$ cat config.mk
export PLATFORM = sky130hd
export DESIGN_NAME = serial_subtractor32
export DESIGN_NICKNAME = d
export VERILOG_FILES = /design/src/rtl/serial_subtractor32.sv
export SDC_FILE = /design/constraint.sdc
export NUM_CORES = 1
export LEC_CHECK = 0
export BUFFER_PORTS_ARGS = -buffer_cell sky130_fd_sc_hd__buf_2
export CAP_MARGIN = 20
export CORE_ASPECT_RATIO = 1.25
export CORE_MARGIN = 2
export CORE_UTILIZATION = 49
export CTS_CLUSTER_DIAMETER = 100
export DETAILED_ROUTE_END_ITERATION = 16
export PLACE_DENSITY = 0.73
export SLEW_MARGIN = 30
export SYNTH_ARGS = -nofsm -noshare
export SYNTH_HDL_FRONTEND = slang
export SYNTH_SLANG_ARGS = --single-unit
$ cat constraint.sdc
create_clock -name clk_i -period 2.8 [get_ports clk_i]
set_clock_uncertainty 0.15 [all_clocks]
set_input_delay 0.14 -clock clk_i [delete_from_list [all_inputs] [get_ports clk_i]]
set_output_delay 0.14 -clock clk_i [all_outputs]
set_load 0.05 [all_outputs]
$ cat src/rtl/serial_subtractor32.sv
// Multi-cycle 32-bit subtractor: a - b computed as a + ~b + 1, rippling the carry
// through one CHUNK_W-bit slice per clock, with valid/ready on both sides.
module serial_subtractor32 #(
    parameter  int CHUNK_W = 8,
    localparam int DATA_W  = 32,
    localparam int NCHUNK  = DATA_W / CHUNK_W,
    localparam int IDX_W   = (NCHUNK > 1) ? $clog2(NCHUNK) : 1
) (
    input  logic              clk_i,
    input  logic              rst_i,
    input  logic              valid_i,
    output logic              ready_o,
    input  logic [DATA_W-1:0] a_i,
    input  logic [DATA_W-1:0] b_i,
    output logic              valid_o,
    input  logic              ready_i,
    output logic [DATA_W-1:0] diff_o,
    output logic              borrow_o,
    output logic              ovf_o,
    output logic [1:0]        dbg_state_o
);

    // Handshake: a transfer happens on a rising edge where valid and ready are
    // both high; ready_o depends on state only, valid_o is held until ready_i.

    if (!(CHUNK_W == 1 || CHUNK_W == 2 || CHUNK_W == 4 ||
          CHUNK_W == 8 || CHUNK_W == 16 || CHUNK_W == 32)) begin : g_bad_chunk
        $error("serial_subtractor32: CHUNK_W must be 1, 2, 4, 8, 16 or 32");
    end

    typedef enum logic [1:0] {
        IDLE = 2'd0,
        CALC = 2'd1,
        DONE = 2'd2
    } state_e;

    state_e              state_q, state_d;
    logic [DATA_W-1:0]   a_q, a_d;
    logic [DATA_W-1:0]   b_q, b_d;
    logic [IDX_W-1:0]    idx_q, idx_d;
    logic                carry_q, carry_d;
    logic [DATA_W-1:0]   diff_q, diff_d;
    logic                borrow_q, borrow_d;
    logic                ovf_q, ovf_d;

    logic [5:0]          lo;
    logic [CHUNK_W-1:0]  a_slice;
    logic [CHUNK_W-1:0]  b_slice;
    logic [CHUNK_W:0]    slice_sum;
    logic                last_slice;

    assign lo         = 6'(idx_q) * 6'(CHUNK_W);
    assign a_slice    = a_q[lo +: CHUNK_W];
    assign b_slice    = b_q[lo +: CHUNK_W];
    assign slice_sum  = {1'b0, a_slice} + {1'b0, ~b_slice} + {{CHUNK_W{1'b0}}, carry_q};
    assign last_slice = (idx_q == IDX_W'(NCHUNK - 1));

    always_ff @(posedge clk_i or posedge rst_i) begin
        if (rst_i) begin
            state_q  <= IDLE;
            a_q      <= '0;
            b_q      <= '0;
            idx_q    <= '0;
            carry_q  <= 1'b0;
            diff_q   <= '0;
            borrow_q <= 1'b0;
            ovf_q    <= 1'b0;
        end else begin
            state_q  <= state_d;
            a_q      <= a_d;
            b_q      <= b_d;
            idx_q    <= idx_d;
            carry_q  <= carry_d;
            diff_q   <= diff_d;
            borrow_q <= borrow_d;
            ovf_q    <= ovf_d;
        end
    end

    always_comb begin
        state_d  = state_q;
        a_d      = a_q;
        b_d      = b_q;
        idx_d    = idx_q;
        carry_d  = carry_q;
        diff_d   = diff_q;
        borrow_d = borrow_q;
        ovf_d    = ovf_q;

        case (state_q)
            IDLE: begin
                if (valid_i) begin
                    a_d     = a_i;
                    b_d     = b_i;
                    idx_d   = '0;
                    carry_d = 1'b1;
                    state_d = CALC;
                end
            end
            CALC: begin
                diff_d[lo +: CHUNK_W] = slice_sum[CHUNK_W-1:0];
                carry_d               = slice_sum[CHUNK_W];
                if (last_slice) begin
                    // diff_d already holds the full result once the top slice is merged in.
                    borrow_d = ~slice_sum[CHUNK_W];
                    ovf_d    = (a_q[DATA_W-1] != b_q[DATA_W-1]) &&
                               (diff_d[DATA_W-1] != a_q[DATA_W-1]);
                    state_d  = DONE;
                end else begin
                    idx_d = idx_q + IDX_W'(1);
                end
            end
            DONE: begin
                if (ready_i) begin
                    state_d = IDLE;
                end
            end
            default: state_d = IDLE;
        endcase
    end

    assign ready_o     = (state_q == IDLE);
    assign valid_o     = (state_q == DONE);
    assign diff_o      = diff_q;
    assign borrow_o    = borrow_q;
    assign ovf_o       = ovf_q;
    assign dbg_state_o = state_q;

endmodule

==> Flow_metrics.wiki <==
{| class="wikitable"
! Metric !! Value
|-
| Result of the run || finished with violations
|-
| Violations in the final reports || negative setup slack
|-
| Buffer type at the clock tree root || clkbuf_16
|-
| Critical register-to-register path startpoint || idx_q[0]
|-
| Die outline area || 0.0105 mm^2
|-
| Via count || 3602
|-
| Path category of the worst min-delay check || primary input to flip-flop
|-
| Post-Synthesis Cells || ~340
|-
| Category of the most critical setup path || flip-flop to flip-flop
|-
| Final Hold Violating Endpoints || 0
|-
| Final critical path time including I/O delays and setup || around 2.8 ns
|-
| Via density per instance || 5.34
|-
| Overall track demand over capacity in global routing || 23.6%
|-
| Register-to-register setup slack || -0.05 ns
|-
| Post-Synthesis Net Count || 426
|-
| Chip width || 92.1 um
|-
| Top cells by area, synth || dfrtp_1, mux2_2, mux4_2
|-
| Number of placed I/O pins || 106
|-
| Global placement routability congestion || roughly 0.85
|-
| Proportion of netlist area held by the largest area contributor || 54.3%
|-
| Worst Max-Slew Pin Slew || 0.753 ns
|-
| HPWL after DPL || 7.52 mm
|-
| Post-route setup slack || -0.0469 ns
|-
| Worst setup path endpoint || diff_o[7]
|-
| Max frequency || between 0.3 and 0.4 GHz
|-
| Final non-filler cell total || 675
|-
| Count of distinct cell types in the synthesized netlist || 47
|-
| Port Buffer Count || approximately 110
|-
| YS warnings || 0
|-
| Count of unresolved DRC violations after routing || 0
|-
| Clock transition at path regs || 0.07 ns
|-
| Vias in the first global route || between 3000 and 4000
|-
| Slew Limit Headroom || just under 50%
|-
| Hold_ws || 0.0205 ns
|-
| Clk Latency, worst-skew pair || 0.35 ns
|-
| Crit path arrival time || 2.94 ns
|-
| CTS buffer count || 9
|-
| Std-Cell Core Area || 0.00951 mm^2
|-
| Number of failing setup endpoints in the final timing report || 10
|-
| Number of antenna violations at the first check in global routing || 0
|-
| Initial standard-cell utilization of the core || 50.0%
|-
| Residual overflow from global routing || 0
|-
| Most common flop cell mapped by yosys || dfrtp_1
|-
| Maximum number of pins on one net before global-route repair || 66
|-
| Pre-Repair DR Iteration Count || 4
|-
| Share of the core filled with cells in the final layout || 71.4%
|-
| Worst endpoint required time || 2.89 ns
|-
| Area added between synthesis and finish || 43.0%
|-
| CP Capture Type || flip-flop
|-
| Level count of the clock H-tree || 3
|-
| Row Count || 40
|-
| Clock sink count || 103
|-
| Setup crit start kind || flip-flop
|-
| Die height || 114 um
|-
| Post-route ant nets || 0
|-
| Setup repair after global routing missed its margin || yes
|-
| Cells after DPL || 581
|-
| Seq/Total Area, Yosys || 54.3%
|-
| Detailed Route Iter0 Violations || 153
|-
| Depth of the worst register-to-register path || 9
|-
| Number of synthesized register bits || roughly 100
|-
| Maximum fanout count along the critical path || 5
|-
| Fraction of final layout cells with drive strength greater than 1 || 48.8%
|-
| CTS tree || done
|-
| Routed length per instance || 17.5 um
|-
| Global-route wire length before repair || 18.9 mm
|-
| Routed wire length || 11.8 mm
|-
| Number of pins exceeding their max-slew limit in the final report || 0
|-
| Most area-hungry cell type in the Yosys netlist || dfrtp_1
|-
| Endpoint of the worst register-to-register path || diff_o[7]
|-
| MaxCap Viol Count || 0
|-
| Diode count || 0
|-
| Async S/R FF share, synth || 100%
|-
| Number of enable-type register cells in the synthesized netlist || 0
|-
| Timing startpoint of the critical path || idx_q[0]
|-
| Largest buffer count on any clock path || 2
|-
| Number of nets in the finished design || between 600 and 700
|-
| Summed instance area of the synthesized netlist || 0.00475 mm^2
|-
| Top cells by instance count after synthesis || dfrtp_1, mux2_2, a22o_1
|-
| Period utilisation layout || 102%
|-
| Average size of a mapped cell || 13.9 um^2
|-
| Library cell with the highest instance count after synthesis || dfrtp_1
|}
==> metal layers <==
layer  vias up  GRT usage (%)  part of all wire, %
li1       1668              -                    -
met4         0           13.8                  4.3
met2       127           40.4                   52
met5         -              0                    0
met1      1771           28.4                   40
met3        36           3.49                  4.2
==> logic make-up (layout without fill, tap and decap cells) <==
kind of cell | Yosys count | count (layout) | synth area share (%)
flip-flops | 103 | 103 | 54.3
multiplexers | 81 | 81 | 23.0
AO/OA/AOI/OAI | 57 | 57 | 9.14
AND/OR/NAND/NOR | 54 | 54 | 5.64
buffers and inverters | 29 | 235 | 3.00
adder cells (fa/ha/maj) | 15 | 15 | 4.27
XOR/XNOR | 4 | 4 | 0.738
==> how the worst min path moves through the flow <==
stage                 start             end  cells past startpoint
finish              valid_i  dbg_state_o[0]                      3
global route        valid_i  dbg_state_o[0]                      3
CTS                 valid_i  dbg_state_o[0]                      3
detailed placement  ready_i  dbg_state_o[1]                      2
global placement    ready_i  dbg_state_o[1]                      2
floorplan           ready_i  dbg_state_o[1]                      1
==> area by class of cell <==
cell class	count	area, um^2
multi-input cells	211	2170
fillers	637	2720
flip-flops and latches	103	2580
well taps	126	158
clock buffers	11	243
repair buffers	203	1500
inverters	16	63.8
clock inverters	5	81.3
==> worst max-delay path, stage by stage (launching register included) <==
cell      delay (ns)
dfrtp_1         0.37
buf_6           0.13
mux4_2          0.53
fa_2            0.41
a211oi_2        0.27
o21ai_2         0.11
o31ai_2         0.24
a41oi_2         0.11
buf_4           0.20
a22o_2          0.21
==> per-stage QoR <==
stage | worst slack (ns) | instance area, um^2 | setup TNS (ns)
2_1_floorplan | -0.0543 | 4790 | -0.209
3_3_place_gp | -0.0258 | 5550 | -0.0807
3_5_place_dp | -0.113 | 5550 | -0.966
4_1_cts | -0.0470 | 6660 | -0.253
5_1_grt | -0.158 | 6790 | -1.76
6_report | -0.0469 | 6790 | -0.318
==> what timing repair did <==
action                                  CTS  global route
hold endpoints to repair                103             0
endpoints found under the setup margin   11            18
gates resized for setup                  16            13
cloned                                    1             0
hold buffers                             66             0
buffers inserted                          9             1
pin swaps                                 7             9
==> flip-flops by register name, summed over array words and instances (netlist names) <==
register / cells
dbg_state_o: 2
idx_q: 2
b_q: 32
ovf_o: 1
a_q: 32
borrow_o: 1
carry_q: 1
diff_o: 32
==> cells in the final DEF, fill, tap and decap left out, types with 2 or more instances in the layout <==
cell / Yosys / layout
dlygate4sd3_1: 0 / 66
bufinv_16: 0 / 2
nand4_1: 4 / 4
a22o_1: 17 / 17
o21ai_1: 1 / 5
nand2_2: 3 / 3
buf_6: 1 / 3
a21oi_1: 5 / 3
a22o_4: 0 / 3
nor3b_1: 2 / 2
mux2_2: 64 / 64
clkinvlp_4: 0 / 2
nor2_1: 12 / 12
nor2b_1: 2 / 2
clkbuf_16: 0 / 9
buf_12: 0 / 3
nand2_1: 16 / 16
o21ai_2: 1 / 3
ha_1: 13 / 8
nor3_1: 6 / 6
nand3_1: 2 / 2
fa_2: 0 / 2
inv_1: 16 / 13
buf_2: 6 / 105
ha_4: 0 / 4
dfrtp_1: 103 / 103
a21oi_2: 0 / 2
o21ai_0: 16 / 10
inv_2: 0 / 2
buf_4: 5 / 24
mux4_2: 16 / 16
Power is not shown: default switching activity piles up to over one toggle a cycle in this logic, so the estimate is an artifact.
